$ cat config.mk
export PLATFORM = sky130hd
export DESIGN_NAME = uart_tx_arbiter_flat
export DESIGN_NICKNAME = d
export VERILOG_FILES = /design/src/rtl/uart_arb_pkg.sv /design/src/rtl/uart_tx_arbiter_if.sv /design/src/rtl/rr_pick.sv /design/src/rtl/uart_tx_arbiter.sv /design/src/flat_wrapper.sv
export SDC_FILE = /design/constraint.sdc
export NUM_CORES = 1
export LEC_CHECK = 0
export CORE_MARGIN = 3
export CORE_UTILIZATION = 45
export DETAILED_ROUTE_END_ITERATION = 10
export HOLD_SLACK_MARGIN = 0.08
export PLACE_DENSITY = 0.73
export SLEW_MARGIN = 20
export SYNTH_ARGS = -nofsm -noshare
export SYNTH_HDL_FRONTEND = slang
export SYNTH_SLANG_ARGS = --single-unit
$ cat constraint.sdc
create_clock -name clk -period 4.6 [get_ports clk]
set_clock_uncertainty 0.2 [all_clocks]
set_input_delay 0.92 -clock clk [delete_from_list [all_inputs] [get_ports clk]]
set_output_delay 0.92 -clock clk [all_outputs]
set_load 0.01 [all_outputs]
$ cat src/rtl/uart_arb_pkg.sv
// Shared types and constants for the UART transmit arbiter.
// Holds the FSM state enum, default byte width and command framing bytes.
package uart_arb_pkg;

    typedef enum logic {
        IDLE   = 1'b0,
        LOCKED = 1'b1
    } arb_state_t;

    localparam int DATA_W_DFLT = 8;

    // Framing bytes shared with the command translator.
    localparam logic [7:0] CMD_SOF = 8'h24;
    localparam logic [7:0] CMD_SEP = 8'h2C;
    localparam logic [7:0] CMD_EOF = 8'h0A;

    function automatic logic is_frame_end(input logic [7:0] b);
        return b == CMD_EOF;
    endfunction

endpackage

$ cat src/rtl/uart_tx_arbiter_if.sv
// Requester/transmitter handshake bundle for the UART transmit arbiter.
// master: requesters + uart_tx side; slave: the arbiter itself.
interface uart_arb_if
    import uart_arb_pkg::*;
#(
    parameter int N_REQ  = 3,
    parameter int DATA_W = DATA_W_DFLT
);

    logic [N_REQ-1:0]        req_valid;
    logic [N_REQ*DATA_W-1:0] req_data;
    logic [N_REQ-1:0]        req_last;
    logic [N_REQ-1:0]        req_ready;
    logic [DATA_W-1:0]       tx_data;
    logic                    tx_valid;
    logic                    tx_ready;

    modport master (
        output req_valid,
        output req_data,
        output req_last,
        output tx_ready,
        input  req_ready,
        input  tx_data,
        input  tx_valid
    );

    modport slave (
        input  req_valid,
        input  req_data,
        input  req_last,
        input  tx_ready,
        output req_ready,
        output tx_data,
        output tx_valid
    );

endinterface

$ cat src/rtl/rr_pick.sv
// Combinational rotate-priority search: first set req bit above ptr.
// Ports: req (request vector), ptr (last winner), idx (winner), found.
module rr_pick #(
    parameter int  N_REQ = 3,
    localparam int PW    = $clog2(N_REQ)
) (
    input  logic [N_REQ-1:0] req,
    input  logic [PW-1:0]    ptr,
    output logic [PW-1:0]    idx,
    output logic             found
);

    logic [PW-1:0] cand;

    always_comb begin
        cand  = '0;
        idx   = '0;
        found = 1'b0;
        // Visit ptr+1 .. ptr+N_REQ (mod N_REQ); ptr itself is checked last.
        for (int k = 1; k <= N_REQ; k++) begin
            cand = PW'((int'(ptr) + k) % N_REQ);
            if (!found && req[cand]) begin
                found = 1'b1;
                idx   = cand;
            end
        end
    end

endmodule

$ cat src/rtl/uart_tx_arbiter.sv
// Per-message round-robin arbiter in front of the single uart_tx.
// Ports: clk, reset_n, bus (slave handshakes), grant_id, busy, timeout_err.
module uart_tx_arbiter
    import uart_arb_pkg::*;
#(
    parameter int  N_REQ   = 3,
    parameter int  DATA_W  = DATA_W_DFLT,
    parameter int  TIMEOUT = 50_000,
    localparam int GW      = $clog2(N_REQ),
    localparam int CW      = $clog2(TIMEOUT + 1)
) (
    input  logic          clk,
    input  logic          reset_n,
    uart_arb_if.slave     bus,
    output logic [GW-1:0] grant_id,
    output logic          busy,
    output logic          timeout_err
);

    localparam logic [CW-1:0] CNT_LAST = CW'(TIMEOUT - 1);
    localparam logic [CW-1:0] CNT_WARN = CW'(TIMEOUT - 2);
    localparam logic [CW-1:0] CNT_MAX  = '1;

    arb_state_t        state_q, state_d;
    logic [GW-1:0]     grant_q, grant_d;
    logic [GW-1:0]     ptr_q, ptr_d;
    logic              busy_q, busy_d;
    logic              tmo_q, tmo_d;
    logic [CW-1:0]     cnt_q, cnt_d;
    logic              full_q, full_d;
    logic [DATA_W-1:0] data_q, data_d;

    logic [GW-1:0]     pick_idx;
    logic              pick_found;
    logic              locked;
    logic              expire;
    logic              can_load;
    logic              go;
    logic              g_valid;
    logic              g_last;
    logic [DATA_W-1:0] g_data;
    logic              accept;
    logic              consume;
    logic [N_REQ-1:0]  ready;

    rr_pick #(
        .N_REQ (N_REQ)
    ) u_pick (
        .req   (bus.req_valid),
        .ptr   (ptr_q),
        .idx   (pick_idx),
        .found (pick_found)
    );

    assign locked   = (state_q == LOCKED);
    // The expiry cycle closes the lock; no byte is taken in it.
    assign expire   = locked && (cnt_q == CNT_LAST);
    assign can_load = !full_q || bus.tx_ready;
    assign go       = locked && !expire && can_load;
    assign g_valid  = bus.req_valid[grant_q];
    assign g_last   = bus.req_last[grant_q];
    assign g_data   = bus.req_data[int'(grant_q)*DATA_W +: DATA_W];
    assign accept   = go && g_valid;
    assign consume  = full_q && bus.tx_ready;

    always_comb begin
        ready          = '0;
        ready[grant_q] = go;
    end

    assign bus.req_ready = ready;
    assign bus.tx_valid  = full_q;
    assign bus.tx_data   = data_q;
    assign grant_id      = grant_q;
    assign busy          = busy_q;
    assign timeout_err   = tmo_q;

    // Arbitration, message lock and stall timeout.
    always_comb begin
        state_d = state_q;
        grant_d = grant_q;
        ptr_d   = ptr_q;
        busy_d  = busy_q;
        cnt_d   = cnt_q;
        tmo_d   = 1'b0;
        unique case (state_q)
            IDLE: begin
                if (pick_found) begin
                    state_d = LOCKED;
                    grant_d = pick_idx;
                    busy_d  = 1'b1;
                    cnt_d   = '0;
                end
            end
            LOCKED: begin
                if (expire) begin
                    state_d = IDLE;
                    ptr_d   = grant_q;
                    busy_d  = 1'b0;
                end else if (accept) begin
                    cnt_d = '0;
                    if (g_last) begin
                        state_d = IDLE;
                        ptr_d   = grant_q;
                        busy_d  = 1'b0;
                    end
                end else if (!g_valid) begin
                    if (cnt_q != CNT_MAX) begin
                        cnt_d = cnt_q + 1'b1;
                    end
                    // Pulse lands with the counter reaching its last value.
                    tmo_d = (cnt_q == CNT_WARN);
                end
            end
            default: begin
                state_d = IDLE;
            end
        endcase
    end

    // Output register; a same-cycle consume and load keeps it full.
    always_comb begin
        full_d = full_q;
        data_d = data_q;
        if (accept) begin
            full_d = 1'b1;
            data_d = g_data;
        end else if (consume) begin
            full_d = 1'b0;
        end
    end

    always_ff @(posedge clk or negedge reset_n) begin
        if (!reset_n) begin
            state_q <= IDLE;
            grant_q <= '0;
            ptr_q   <= GW'(N_REQ - 1);
            busy_q  <= 1'b0;
            tmo_q   <= 1'b0;
            cnt_q   <= '0;
            full_q  <= 1'b0;
            data_q  <= '0;
        end else begin
            state_q <= state_d;
            grant_q <= grant_d;
            ptr_q   <= ptr_d;
            busy_q  <= busy_d;
            tmo_q   <= tmo_d;
            cnt_q   <= cnt_d;
            full_q  <= full_d;
            data_q  <= data_d;
        end
    end

endmodule

$ cat src/flat_wrapper.sv
// flat-port wrapper written by rule: the top's interface ports become plain ports
module uart_tx_arbiter_flat import uart_arb_pkg::*;
#(
    parameter int  N_REQ   = 3,
    parameter int  DATA_W  = DATA_W_DFLT,
    parameter int  TIMEOUT = 50_000,
    localparam int GW      = $clog2(N_REQ),
    localparam int CW      = $clog2(TIMEOUT + 1)
)
  (clk, reset_n, grant_id, busy, timeout_err, bus_req_valid, bus_req_data, bus_req_last, bus_tx_ready, bus_req_ready, bus_tx_data, bus_tx_valid);
  uart_arb_if #(.N_REQ(N_REQ), .DATA_W(DATA_W)) bus_i ();
  input  logic clk;
  input  logic reset_n;
  output logic [GW-1:0] grant_id;
  output logic busy;
  output logic timeout_err;
  input wire logic [$bits(bus_i.req_valid)-1:0] bus_req_valid;
  input wire logic [$bits(bus_i.req_data)-1:0] bus_req_data;
  input wire logic [$bits(bus_i.req_last)-1:0] bus_req_last;
  input wire logic [$bits(bus_i.tx_ready)-1:0] bus_tx_ready;
  output wire logic [$bits(bus_i.req_ready)-1:0] bus_req_ready;
  output wire logic [$bits(bus_i.tx_data)-1:0] bus_tx_data;
  output wire logic [$bits(bus_i.tx_valid)-1:0] bus_tx_valid;
  assign bus_i.req_valid = bus_req_valid;
  assign bus_i.req_data = bus_req_data;
  assign bus_i.req_last = bus_req_last;
  assign bus_i.tx_ready = bus_tx_ready;
  assign bus_req_ready = bus_i.req_ready;
  assign bus_tx_data = bus_i.tx_data;
  assign bus_tx_valid = bus_i.tx_valid;
  uart_tx_arbiter #(.N_REQ(N_REQ), .DATA_W(DATA_W), .TIMEOUT(TIMEOUT)) u_core (.clk(clk), .reset_n(reset_n), .bus(bus_i), .grant_id(grant_id), .busy(busy), .timeout_err(timeout_err));
endmodule
Yosys cells after proc, flatten, opt, wreduce, memory -nomap -nowiden
Cells that the tools add are included.
{ "totals": {"register_bits": 32, "out_inout_bits": 16, "wordCells": 95} }
{ "op_classes": {"addsub": 4, "div": 3, "magnitude_cmp": 5, "n_eq_ne": 9, "shifts": 1, "mux": 43, "bitwise": 2, "reduce_logical": 20} }
{ "ops": {"columns": ["operator", "n"], "rows": [
  ["remainder unit 32 x 3 -> 32 bit (second input constant)", 3],
  ["two-way mux 16 bit", 5],
  ["equality test 16 bit (second input constant)", 2],
  ["case mux 16 bit (2 select lines)", 1],
  ["variable part select 24 x 6 -> 8 bit", 1],
  ["two-way mux 1 bit", 23],
  ["adder 16 x 1 -> 16 bit (second input constant)", 1],
  ["!= test 16 bit (second input constant)", 1],
  ["< comparator 2 x 3 -> 1 bit (second input constant)", 4],
  ["two-way mux 2 bit", 6],
  ["!= test 3 bit (second input constant)", 4],
  ["binary-select mux 1 bit (select 2 bit)", 5],
  ["logical AND 1 bit", 8],
  ["adder 2 x 2 -> 3 bit (second input constant)", 2],
  ["AND reduction 3 bit", 2],
  ["nonzero test 2 bit", 3],
  ["logical NOT 1 bit", 4],
  ["case mux 1 bit (2 select lines)", 2],
  ["AND reduction 4 bit", 1],
  ["adder 2 x 1 -> 3 bit (second input constant)", 1],
  ["AND 3 bit", 1],
  ["demux 1 bit (select 2 bit)", 1],
  [">= comparator 2 x 1 -> 1 bit (second input constant)", 1],
  ["!= test 2 x 1 -> 1 bit (second input constant)", 1],
  ["other kinds (4)", 4]
]} }

Longest topological paths before layout
{ "logic_depth": {"word_depth": 13, "mapped_depth": 10, "depth_no_buf": 7} }

Modules after synthesis
Synthesis repeated with hierarchy kept, for this count alone.
{ "unflattened": {"hier_cells": 231, "area_unflattened_um2": 1989.4} }
{ "modules_own_cells": {"columns": ["module", "n_inst", "cells_per_inst", "area_each_um2", "seq_area_each_um2"], "rows": [
  ["uart_tx_arbiter", 1, 211, 1858.0, 802.0],
  ["rr_pick", 1, 20, 131.4, 0.0]
]} }

Least setup slack after synthesis
OpenSTA, ideal clock, no wires.
{ "synth_timing": {"path_kind": "register -> output", "startpoint": "register u_core.cnt_q[5]", "endpoint": "output port bus_req_ready[2]", "arrival_ns": 1.737, "required_time_ns": 3.480, "slack_ns": 1.743, "path_stages_with_launch": 5, "path_cell_list": "dfrtp_1 -> or4b_4 -> nor4_4 -> or3_1 -> nor3b_1"} }
{ "synth_via": {"elab_chain_cells": 6} }
{ "synth_lines": {"columns": ["item", "line", "rtl"], "rows": [
  ["from (decl)", "uart_tx_arbiter.sv:29", "logic [CW-1:0] cnt_q, cnt_d;"],
  ["from (signal assigned)", "uart_tx_arbiter.sv:149", "cnt_q <= cnt_d;"],
  ["equality test 16 bit", "uart_tx_arbiter.sv:57", "assign expire = locked && (cnt_q == CNT_LAST);"],
  ["logical AND 1 bit", "uart_tx_arbiter.sv:57", null],
  ["logical NOT 1 bit", "uart_tx_arbiter.sv:59", "assign go = locked && !expire && can_load;"],
  ["logical AND 1 bit (2 in series)", "uart_tx_arbiter.sv:59", null],
  ["AND 3 bit (no line)", null, null],
  ["to (decl)", "flat_wrapper.sv:21", "output wire logic [$bits(bus_i.req_ready)-1:0] bus_req_ready;"]
]} }
Every way passes these cells.

Final worst setup path
{ "layout_timing": {"startpoint": "input port bus_tx_ready", "endpoint": "output port bus_req_ready[2]"} }
{ "layout_via": {"elab_chain_cells": 3} }
{ "layout_lines": {"columns": ["item", "line", "rtl"], "rows": [
  ["from (decl)", "flat_wrapper.sv:20", "input wire logic [$bits(bus_i.tx_ready)-1:0] bus_tx_ready;"],
  ["logical OR 1 bit", "uart_tx_arbiter.sv:58", "assign can_load = !full_q || bus.tx_ready;"],
  ["logical AND 1 bit", "uart_tx_arbiter.sv:59", null],
  ["AND 3 bit (no line)", null, null]
]} }
Every way passes these cells.

==> impl_metrics.env <==
export IMPL_antenna_found_initial=0
export IMPL_synth_flop_cell="dfrtp_1"
export IMPL_startpoint_type="primary input"
export IMPL_slew_headroom=0.444
export IMPL_wl_mm=5.64
export IMPL_yosys_area_top_type="dfrtp_1"
export IMPL_worstHoldPathType="reg2reg"
export IMPL_cts_sinks=32
export IMPL_numCtsBuffers=5
export IMPL_cp_arrival_ps=2660
export IMPL_wl_met1_mm=2.68
export IMPL_synth_top_cell_area_share=0.356
export IMPL_syn_inst=232
export IMPL_drive_gt1_frac=0.107
export IMPL_slew_viol_final=0
export IMPL_ir_drop_v=0.000372
export IMPL_io_pins=49
export IMPL_power_density_nw_per_um2=550
export IMPL_dp_hpwl_mm=4.12
export IMPL_dr_pass1_iters=4
export IMPL_crit_top_cell="clkdlybuf4s50_1"
export IMPL_synth_nets=270
export IMPL_power_mw=1.54
export IMPL_syn_area_per_cell_um2=9.39
export IMPL_ant_nets=0
export IMPL_cts_setup_buffers=0
export IMPL_cp_cell_sequence="clkdlybuf4s50_1, nor2b_1, or3_1, nor3b_1, clkdlybuf4s50_1"
export IMPL_worstPathMaxFanout=6
export IMPL_fin_crit_ps=3780
export IMPL_path_buf_inv=2
export IMPL_route_met2_wl_mm=2.46
export IMPL_grt_ovfl_total=0
export IMPL_grt_pass1_wl_mm=9.07
export IMPL_rows=24
export IMPL_rsz0062_at_grt="no"
export IMPL_yosysSeqAreaShare=0.368
export IMPL_drcViolationCount=0
export IMPL_layout_nets=318
export IMPL_cts_tree="built"
export IMPL_cap_viol_max_count=0
export IMPL_required_ps=3480
export IMPL_min_period_over_period=0.822
export IMPL_synthesis_area_um2=2180
export IMPL_coreArea_um2=4500
export IMPL_port_buffers=48
export IMPL_cts_root_buffer="clkbuf_8"
export IMPL_hold_violations=0
export IMPL_cpMaxStageDelayCell="clkdlybuf4s50_1"
export IMPL_cpPeakStageDelay_ps=560
export IMPL_grt_pass1_vias=1951
export IMPL_worstSetupPathType="in2out"
export IMPL_die_area_um2=5710
export IMPL_gp_congestion=0.899
export IMPL_area_growth_pct=28.7
export IMPL_synth_edf_count=0
export IMPL_top_layer_used="met4"
export IMPL_ctsHoldBuffers=0
export IMPL_finalSetupTns_ps=0
export IMPL_status="finished clean"
export IMPL_yosysWarnings=0
export IMPL_diodes=0
export IMPL_clk_latency_ps=280
export IMPL_cp_top_family="buffers and inverters"
export IMPL_wl_per_cell_um=16.9
export IMPL_initial_core_util=0.484
export IMPL_vias_per_cell=6.07
export IMPL_ctsResizeCount=0
export IMPL_vias=2020
export IMPL_grt_start_max_net_pins=33
export IMPL_leakagePower_nw=1.17
export IMPL_synth_cell_type_count=59
export IMPL_track_usage=0.207
export IMPL_cp_end_kind="primary output"
export IMPL_setup_viol=0
export IMPL_met3_length_um=437
export IMPL_drt_iter0_drc=92
export IMPL_h_tree_depth=2
export IMPL_tightestPinTransition_ps=827
export IMPL_die_w_um=75.6
export IMPL_die_h_um=75.6
export IMPL_synthArstFlopShare=1.00
export IMPL_synth_seq_cells=32
export IMPL_max_freq_mhz=264
export IMPL_clkTransAtPathRegs_ps=60
export IMPL_synth_area_leaders="dfrtp_1, mux2_4, mux2i_1"
export IMPL_ctsLongestPathBuffers=2
==> where the power goes <==
part | internal [mW] | switching (mW)
logic | 0.426 | 0.399
registers | 0.365 | 0.112
clock network | 0.136 | 0.101
==> placed cells by master (no fill, tap or decap), drive strengths merged, types with 3 or more instances in the layout <==
cell,count
a21oi,11
a31oi,12
a41oi,5
and2,3
and3,3
clkbuf,8
clkdlybuf4s50,48
dfrtp,31
ha,5
inv,10
mux2,12
mux2i,11
nand2,29
nand2b,5
nand3,5
nand4,3
nor2,9
nor2b,3
nor3,4
nor4,7
o21ai,14
o22ai,3
==> state kept, by name, summed over array words and instances (netlist names) <==
register	cells
u_core.locked	1
u_core.busy	1
u_core.grant_id	2
u_core.ptr_q	2
u_core.bus.tx_valid	1
u_core.cnt_q	16
u_core.bus.tx_data	8
u_core.timeout_err	1
==> routing by layer <==
| metal | vias up | track usage |
|---|---|---|
| met1 | 975 | 0.276 |
| met5 | - | 0 |
| met2 | 59 | 0.336 |
| met3 | 7 | 0.0501 |
| met4 | 0 | 0.0583 |
| li1 | 979 | - |
==> cells in the mapped netlist, types with 3 or more instances <==
library cell	instances
mux2i_1	11
nand4_1	3
inv_1	10
nor3_1	4
and2_1	3
o21ai_1	4
nand2b_1	5
a21oi_1	11
a31oi_1	12
nor2_1	8
a41oi_1	5
nand2_1	29
nor2b_1	3
o21ai_0	10
dfrtp_1	31
and3_1	3
o22ai_1	3
mux2_4	8
mux2_2	3
ha_1	5
nor4_1	4
nand3_1	5
clkbuf_1	6
==> layout make-up <==
cell class	count	area, um2
clock buffer	8	100
fill	397	1700
inverter	10	37.5
multi-input combinational	181	1300
sequential	32	802
tap	52	65.1
timing repair buffer	50	495
==> worst register-to-register path, delay by kind of cell (launching register included) <==
| family | cells | cell delay (ps) |
|---|---|---|
| muxes | 2 | 770 |
| and+or+nand+nor | 1 | 710 |
| AOI/OAI and AO/OA | 2 | 400 |
| DFF | 1 | 840 |
==> kinds of logic after synthesis <==
kind of cell	after synthesis	share of synthesized area
AND/OR/NAND/NOR	84	0.229
AO/OA/AOI/OAI	69	0.214
flip-flops	32	0.368
multiplexers	23	0.126
buffers and inverters	19	0.0339
adder cells (fa/ha/maj)	5	0.0287
==> through the flow <==
stage               area (um2)  worst slack, ps  instances   util  hold slack [ps]
global placement          2700              843        325  0.600              279
detailed placement        2700              835        325  0.600              276
global route              2800              753        333  0.622              318
floorplan                 2180             1740        232      -              299
CTS                       2800              821        333  0.622              304
finish                    2800              817        333  0.622              305
==> worst paths after layout <==
kind / startpoint / to / cells past startpoint / slack [ps]
setup / recovery: bus_tx_ready / bus_req_ready[2] / 5 / 820
hold / removal: u_core.busy / u_core.busy / 1 / 300
setup reg to reg: u_core.grant_id[1] / u_core.cnt_q[14] / 5 / 1610
hold reg to reg: u_core.busy / u_core.busy / 1 / 300
min in group asynchronous: reset_n / u_core.bus.tx_data[4] / 2 / 830
max in group asynchronous: reset_n / u_core.ptr_q[1] / 2 / 3030
No activity file was read; power rests on OpenSTA's default activity.
